File: config.mk
export PLATFORM = sky130hd
export DESIGN_NAME = cla_add_pipe
export DESIGN_NICKNAME = d
export VERILOG_FILES = /design/src/rtl/cla_add_pipe.sv
export SDC_FILE = /design/constraint.sdc
export NUM_CORES = 1
export LEC_CHECK = 0
export CAP_MARGIN = 15
export CORE_ASPECT_RATIO = 1.75
export CORE_UTILIZATION = 30
export DETAILED_ROUTE_END_ITERATION = 6
export GPL_ROUTABILITY_DRIVEN = 0
export SETUP_SLACK_MARGIN = 0.2
export SKIP_LAST_GASP = 1
export SYNTH_ARGS = -nofsm -noshare
export SYNTH_HDL_FRONTEND = slang
export SYNTH_SLANG_ARGS = --single-unit
export TNS_END_PERCENT = 30
File: constraint.sdc
create_clock -name sys_clk -period 5.8 [get_ports sys_clk]
set_clock_uncertainty 0.2 [all_clocks]
set_input_delay 0.87 -clock sys_clk [delete_from_list [all_inputs] [get_ports sys_clk]]
set_output_delay 0.87 -clock sys_clk [all_outputs]
set_load 0.03 [all_outputs]
File: src/rtl/cla_add_pipe.sv
// cla_add_pipe: two-stage pipelined WIDTH-bit adder/subtractor using 4-bit
// group lookahead. Stage 1 registers bit/nibble generate-propagate terms,
// stage 2 resolves nibble carries and registers sum/cout/ovf.
// Optional feature macro: CLA_SAT_EN adds a 'sat' input that clamps the
// result to the signed extreme on two's-complement overflow.
module cla_add_pipe #(
  parameter int WIDTH = 32
) (
  input  logic             sys_clk,
  input  logic             reset,
  input  logic             in_valid,
  output logic             in_ready,
  input  logic [WIDTH-1:0] a,
  input  logic [WIDTH-1:0] b,
  input  logic             sub,
  input  logic             cin,
`ifdef CLA_SAT_EN
  input  logic             sat,
`endif
  output logic             out_valid,
  input  logic             out_ready,
  output logic [WIDTH-1:0] sum,
  output logic             cout,
  output logic             ovf
);

  localparam int NIB = WIDTH / 4;

  if ((WIDTH % 4) != 0 || WIDTH < 4) begin : g_width_chk
    $error("cla_add_pipe: WIDTH must be a non-zero multiple of 4");
  end

  // ---------------- handshake ----------------
  logic r_init;
  logic r_s1_valid;
  logic r_s2_valid;
  logic w_s1_adv;
  logic w_s2_adv;
  logic w_in_fire;

  assign w_s2_adv  = !r_s2_valid | out_ready;
  assign w_s1_adv  = !r_s1_valid | w_s2_adv;
  // r_init keeps the input closed for the first cycle after reset release
  assign in_ready  = r_init & w_s1_adv;
  assign w_in_fire = in_valid & in_ready;
  assign out_valid = r_s2_valid;

  // Reset-release qualifier: opens in_ready one clock after reset drops
  always_ff @(posedge sys_clk or posedge reset) begin
    if (reset) r_init <= 1'b0;
    else       r_init <= 1'b1;
  end

  // ---------------- stage 1: g/p terms ----------------
  logic [WIDTH-1:0] w_bb;
  logic             w_c0;
  logic [WIDTH-1:0] w_p;
  logic [WIDTH-1:0] w_g;
  logic [NIB-1:0]   w_G;
  logic [NIB-1:0]   w_P;

  assign w_bb = sub ? ~b : b;
  assign w_c0 = sub | cin;
  assign w_p  = a ^ w_bb;
  assign w_g  = a & w_bb;

  for (genvar k = 0; k < NIB; k++) begin : g_nib
    assign w_G[k] = w_g[4*k+3]
                  | (w_p[4*k+3] & w_g[4*k+2])
                  | (w_p[4*k+3] & w_p[4*k+2] & w_g[4*k+1])
                  | (w_p[4*k+3] & w_p[4*k+2] & w_p[4*k+1] & w_g[4*k]);
    assign w_P[k] = &w_p[4*k +: 4];
  end

  logic [WIDTH-1:0] r_p;
  logic [WIDTH-1:0] r_g;
  logic [NIB-1:0]   r_G;
  logic [NIB-1:0]   r_P;
  logic             r_c0;
  logic             r_a_msb;
  logic             r_bb_msb;
`ifdef CLA_SAT_EN
  logic             r_sat;
`endif

  // Stage 1 register: capture g/p terms of an accepted beat, bubble otherwise
  always_ff @(posedge sys_clk or posedge reset) begin
    if (reset) begin
      r_s1_valid <= 1'b0;
      r_p        <= '0;
      r_g        <= '0;
      r_G        <= '0;
      r_P        <= '0;
      r_c0       <= 1'b0;
      r_a_msb    <= 1'b0;
      r_bb_msb   <= 1'b0;
`ifdef CLA_SAT_EN
      r_sat      <= 1'b0;
`endif
    end else if (w_s1_adv) begin
      r_s1_valid <= w_in_fire;
      if (w_in_fire) begin
        r_p      <= w_p;
        r_g      <= w_g;
        r_G      <= w_G;
        r_P      <= w_P;
        r_c0     <= w_c0;
        r_a_msb  <= a[WIDTH-1];
        r_bb_msb <= w_bb[WIDTH-1];
`ifdef CLA_SAT_EN
        r_sat    <= sat;
`endif
      end
    end
  end

  // ---------------- stage 2: carry resolve ----------------
  logic [WIDTH-1:0] w_sum_raw;
  logic [WIDTH-1:0] w_sum;
  logic             w_cout;
  logic             w_ovf;

  // Nibble carries by lookahead, then intra-nibble carries from each C[k]
  always_comb begin
    logic [NIB:0]     c_n;
    logic [WIDTH-1:0] cy;
    c_n    = '0;
    cy     = '0;
    c_n[0] = r_c0;
    for (int k = 0; k < NIB; k++)
      c_n[k+1] = r_G[k] | (r_P[k] & c_n[k]);
    for (int k = 0; k < NIB; k++) begin
      cy[4*k] = c_n[k];
      for (int j = 1; j < 4; j++)
        cy[4*k+j] = r_g[4*k+j-1] | (r_p[4*k+j-1] & cy[4*k+j-1]);
    end
    w_sum_raw = r_p ^ cy;
    w_cout    = c_n[NIB];
  end

  assign w_ovf = (r_a_msb == r_bb_msb) & (w_sum_raw[WIDTH-1] != r_a_msb);

`ifdef CLA_SAT_EN
  // Clamp toward the sign of A: negative overflow -> min, positive -> max
  assign w_sum = (r_sat & w_ovf)
               ? (r_a_msb ? {1'b1, {(WIDTH-1){1'b0}}} : {1'b0, {(WIDTH-1){1'b1}}})
               : w_sum_raw;
`else
  assign w_sum = w_sum_raw;
`endif

  // Stage 2 register: outputs move only when empty or the current beat leaves
  always_ff @(posedge sys_clk or posedge reset) begin
    if (reset) begin
      r_s2_valid <= 1'b0;
      sum        <= '0;
      cout       <= 1'b0;
      ovf        <= 1'b0;
    end else if (w_s2_adv) begin
      r_s2_valid <= r_s1_valid;
      if (r_s1_valid) begin
        sum  <= w_sum;
        cout <= w_cout;
        ovf  <= w_ovf;
      end
    end
  end

endmodule
Yosys cells after proc, flatten, opt, wreduce, memory -nomap -nowiden
Cells that the tools add are included.
{"block": "word_totals", "input_bits": 70, "elab_cells": 166, "out_inout_bits": 36, "register_bits": 119}
{"block": "classes", "n_bitwise": 138, "n_eq_ne": 2, "n_mux": 1, "n_reduce_logical": 12}
{"operator": "1-bit AND", "count": 75}
{"operator": "32-bit XOR", "count": 2}
{"operator": "1-bit bitwise OR", "count": 59}
{"operator": "32-bit AND", "count": 1}
{"operator": "32-bit 2-to-1 mux", "count": 1}
{"operator": "32-bit inverter", "count": 1}
{"operator": "4-bit AND reduction", "count": 8}
{"operator": "2-bit AND reduction", "count": 2}
{"operator": "1-bit logical NOT", "count": 2}
{"operator": "1-bit equality test", "count": 1}
{"operator": "1-bit != test", "count": 1}

Logic depth before layout (Yosys ltp)
{"block": "depth", "ltp_word": 23, "mapped_depth": 13, "ltp_nobuf": 13}

Least setup slack after synthesis
No wires, ideal clock.
{"block": "synth_path", "path_type": "register to register", "startpoint": "reg r_c0", "endpoint": "reg ovf", "stages_incl_launch_ff": 14, "arrival_time_ns": 2.501, "path_buffers": 0, "t_required_ns": 5.472, "period_less_slack_ns": 2.829, "setup_ns": 0.128, "setup_slack_ns": 2.971, "path_cell_list": "dfrtp_1 > a211oi_2 > o21ai_0 > nand3_1 > nand2b_1 > ha_1 > or2_2 > ha_1 > or2_2 > ha_1 > nor2_1 > xnor2_1 > mux2i_1 > o21ai_0"}
{"block": "synth_between", "elab_chain_cells": 23}
{"element": "from (decl)", "line": "79", "source": "logic r_c0;"}
{"element": "from (signal assigned)", "line": "107", "source": "r_c0 <= w_c0;"}
{"element": "1-bit AND", "line": "131", "source": "c_n[k+1] = r_G[k] | (r_P[k] & c_n[k]);"}
{"element": "1-bit bitwise OR", "line": "131"}
{"element": "1-bit AND", "line": "131"}
{"element": "1-bit bitwise OR", "line": "131"}
{"element": "1-bit AND", "line": "131"}
{"element": "1-bit bitwise OR", "line": "131"}
{"element": "1-bit AND", "line": "131"}
{"element": "1-bit bitwise OR", "line": "131"}
{"element": "[... 7 more ...]"}
{"element": "1-bit bitwise OR", "line": "135", "source": "cy[4*k+j] = r_g[4*k+j-1] | (r_p[4*k+j-1] & cy[4*k+j-1]);"}
{"element": "1-bit AND", "line": "135"}
{"element": "1-bit bitwise OR", "line": "135"}
{"element": "1-bit AND", "line": "135"}
{"element": "1-bit bitwise OR", "line": "135"}
{"element": "32-bit XOR", "line": "137", "source": "w_sum_raw = r_p ^ cy;"}
{"element": "1-bit != test", "line": "141", "source": "assign w_ovf = (r_a_msb == r_bb_msb) & (w_sum_raw[WIDTH-1] != r_a_msb);"}
{"element": "1-bit AND", "line": "141"}
{"element": "to (signal assigned)", "line": "164", "source": "ovf <= w_ovf;"}
{"element": "to (decl)", "line": "24", "source": "output logic ovf"}
Every way passes these cells.
A chain may end at the register's enable or synchronous reset.

Final worst setup path
{"block": "layout_path", "startpoint": "in out_ready", "endpoint": "out in_ready"}
{"block": "layout_between", "elab_chain_cells": 3}
{"element": "from (decl)", "line": "21", "source": "input logic out_ready,"}
{"element": "1-bit bitwise OR", "line": "41", "source": "assign w_s2_adv = !r_s2_valid | out_ready;"}
{"element": "1-bit bitwise OR", "line": "42", "source": "assign w_s1_adv = !r_s1_valid | w_s2_adv;"}
{"element": "1-bit AND", "line": "44", "source": "assign in_ready = r_init & w_s1_adv;"}
{"element": "to (decl)", "line": "12", "source": "output logic in_ready,"}
Every way passes these cells.

==> impl_metrics.env <==
export IMPL_status="completed"
export IMPL_powerDensity_nw_per_um2=393
export IMPL_cts_made_buffers=9
export IMPL_initialDrtViolationCount=113
export IMPL_numClockSinks=112
export IMPL_row_count=67
export IMPL_setup_viol_count_final=0
export IMPL_slew_headroom_pct=27.1
export IMPL_ys_seq_elements=112
export IMPL_crit_path_start_kind="input port"
export IMPL_cts_tree="done"
export IMPL_clkTransAtPathRegs_ps=70
export IMPL_fmax_ghz=0.298
export IMPL_min_period_ps=3360
export IMPL_die_area_um2=20300
export IMPL_clk_path_buf_depth=2
export IMPL_core_area_um2=19200
export IMPL_grt_overflow=0
export IMPL_drc=0
export IMPL_root_buffer="clkbuf_16"
export IMPL_post_cts_buffers=0
export IMPL_final_cells=793
export IMPL_fin_ws_ps=2440
export IMPL_cellLeakagePower_nw=3.56
export IMPL_antenna_found_initial=0
export IMPL_cp_data_arrival_time_ps=2290
export IMPL_grt_pass1_vias=4079
export IMPL_worst_path_max_fanout=3
export IMPL_fill_cells=1861
export IMPL_tightest_slew_ps=1090
export IMPL_cap_violations=0
export IMPL_end_kind="output pin"
export IMPL_fin_tns_setup_ps=0
export IMPL_crit_type="in -> out"
export IMPL_r2r_slack_ps=2510
export IMPL_track_usage_pct=13.3
export IMPL_dp_cells=777
export IMPL_slew_violations=0
export IMPL_ys_warnings_count=0
export IMPL_hpwlAfterDp_mm=9.32
export IMPL_ios=106
export IMPL_hold_viol_final=0
export IMPL_start_util_pct=30.8
export IMPL_drive_gt1_share_pct=22.1
export IMPL_postCtsResizedCells=0
export IMPL_firstDrtPassIters=4
export IMPL_synth_cell_area_um2=5920
export IMPL_die_y_um=188
export IMPL_vias=3661
export IMPL_hp_class="reg -> reg"
export IMPL_postRouteAntennaNets=0
export IMPL_htreeDepth=3
export IMPL_cts_hold_fix_buffers=0
export IMPL_synthDistinctLibCells=33
export IMPL_final_cell_mix="dfrtp_1 (112), clkdlybuf4s50_1 (104), ha_1 (56), mux2_4 (45), xor2_1 (39)"
export IMPL_area_growth_pct=25.2
export IMPL_synth_nets=573
export IMPL_finalCritPeriodShare_pct=57.9
export IMPL_synth_avg_cell_area_um2=13.2
export IMPL_nets=673
export IMPL_insertion_delay_ps=340
export IMPL_dp_slack_ps=2300
export IMPL_vias_per_cell=4.62
export IMPL_mostFrequentLayoutCell="dfrtp_1"
export IMPL_numPortBuffers=105
export IMPL_die_w_um=108
export IMPL_synth_seq_area_share_pct=47.4
export IMPL_grt_max_degree=73
export IMPL_rsz0062_at_grt="false"
export IMPL_ir_drop_v=0.000177
export IMPL_wl_per_cell_um=16.2
export IMPL_grt_pass1_wl_mm=20.6
export IMPL_diodes=0
export IMPL_critical_path_required_ps=4730
export IMPL_wirelength_mm=12.8
export IMPL_synth_cells=447
==> through the flow <==
stage / instance area, µm² / util [%] / hold slack, ps / total power (W)
2_1_floorplan: 5920 / - / 242 / 0.00186
3_3_place_gp: 7110 / 37.0 / 267 / 0.00229
3_5_place_dp: 7110 / 37.0 / 276 / 0.00231
4_1_cts: 7410 / 38.6 / 291 / 0.00296
5_1_grt: 7410 / 38.6 / 316 / 0.00309
6_report: 7410 / 38.6 / 285 / 0.00291
==> logic make-up (layout without fill, tap and decap cells) <==
family / after synthesis / after routing / share of synthesized area [%]
AND/OR/NAND/NOR: 74 / 74 / 6.64
XOR/XNOR: 40 / 40 / 5.92
multiplexers: 85 / 85 / 19.0
other: 1 / 1 / 0.0634
buffers and inverters: 19 / 124 / 3.04
flip-flops: 112 / 112 / 47.4
adder cells (fa/ha/maj): 56 / 56 / 11.8
AO/OA/AOI/OAI: 60 / 60 / 6.13
==> registers in the layout (all words and copies together) (netlist names) <==
register    cells
r_bb_msb        1
r_c0            1
r_P             8
r_p            32
r_G             8
r_s1_valid      1
cout            1
sum            32
out_valid       1
ovf             1
r_g            24
r_a_msb         1
r_init          1
==> cell usage after synthesis (all sizes together) <==
cell type    n  area share (%)
o21ai       27             2.3
nand4        8            0.85
conb         1           0.063
dfrtp      112              47
xor2        39             5.8
inv          1           0.063
buf         16             2.9
nor3         1           0.085
or2         17             1.8
nand3b       1            0.34
nand2b       3            0.32
nor4         1            0.11
clkbuf       2            0.13
a21o        20             2.5
o21bai       1            0.13
a21oi       10            0.85
and2         3            0.32
ha          56              12
mux2        83              19
xnor2        1            0.15
nor2        10            0.63
o211ai       1            0.13
mux2i        2            0.34
a211oi       1            0.21
nand3        2            0.38
nand2       28             1.8
==> worst paths after layout <==
check | start | end | cells past startpoint
min in group asynchronous | reset | r_p[11] | 2
max reg2reg | r_c0 | ovf | 13
min reg2reg | sum[23] | sum[23] | 2
max | out_ready | in_ready | 4
min | sum[23] | sum[23] | 2
max in group asynchronous | reset | r_P[5] | 3
==> report_power, final <==
| part | total (W) | switching, W | leakage [nW] | internal [W] |
|---|---|---|---|---|
| Sequential | 0.00115 | 0.000139 | 1.38 | 0.00101 |
| Clock | 0.000636 | 0.000278 | 0.150 | 0.000358 |
| Combinational | 0.00113 | 0.000550 | 2.04 | 0.000576 |
==> layer usage <==
layer	track usage, %	wire length, µm	vias to the layer above
met5	0	0	-
met4	5.11	240	0
met3	1.74	335	12
met2	24.9	7160	61
met1	14.8	5070	1824
li1	-	-	1764
==> layout make-up <==
cell class	count	area, µm²	share of cell area [%]
clock buffers	13	260	3.51
clock inverters	3	40.0	0.541
inverters	1	6.26	0.0845
multi-input cells	316	2930	39.6
flip-flops and latches	112	2800	37.8
well taps	241	302	4.07
repair buffers	107	1060	14.3
==> worst max-delay path, cell delays in order <==
cell	delay [ps]
clkdlybuf4s50_1	480
nand3b_4	150
and2_1	130
clkdlybuf4s50_1	670
No activity file was read; power rests on OpenSTA's default activity.
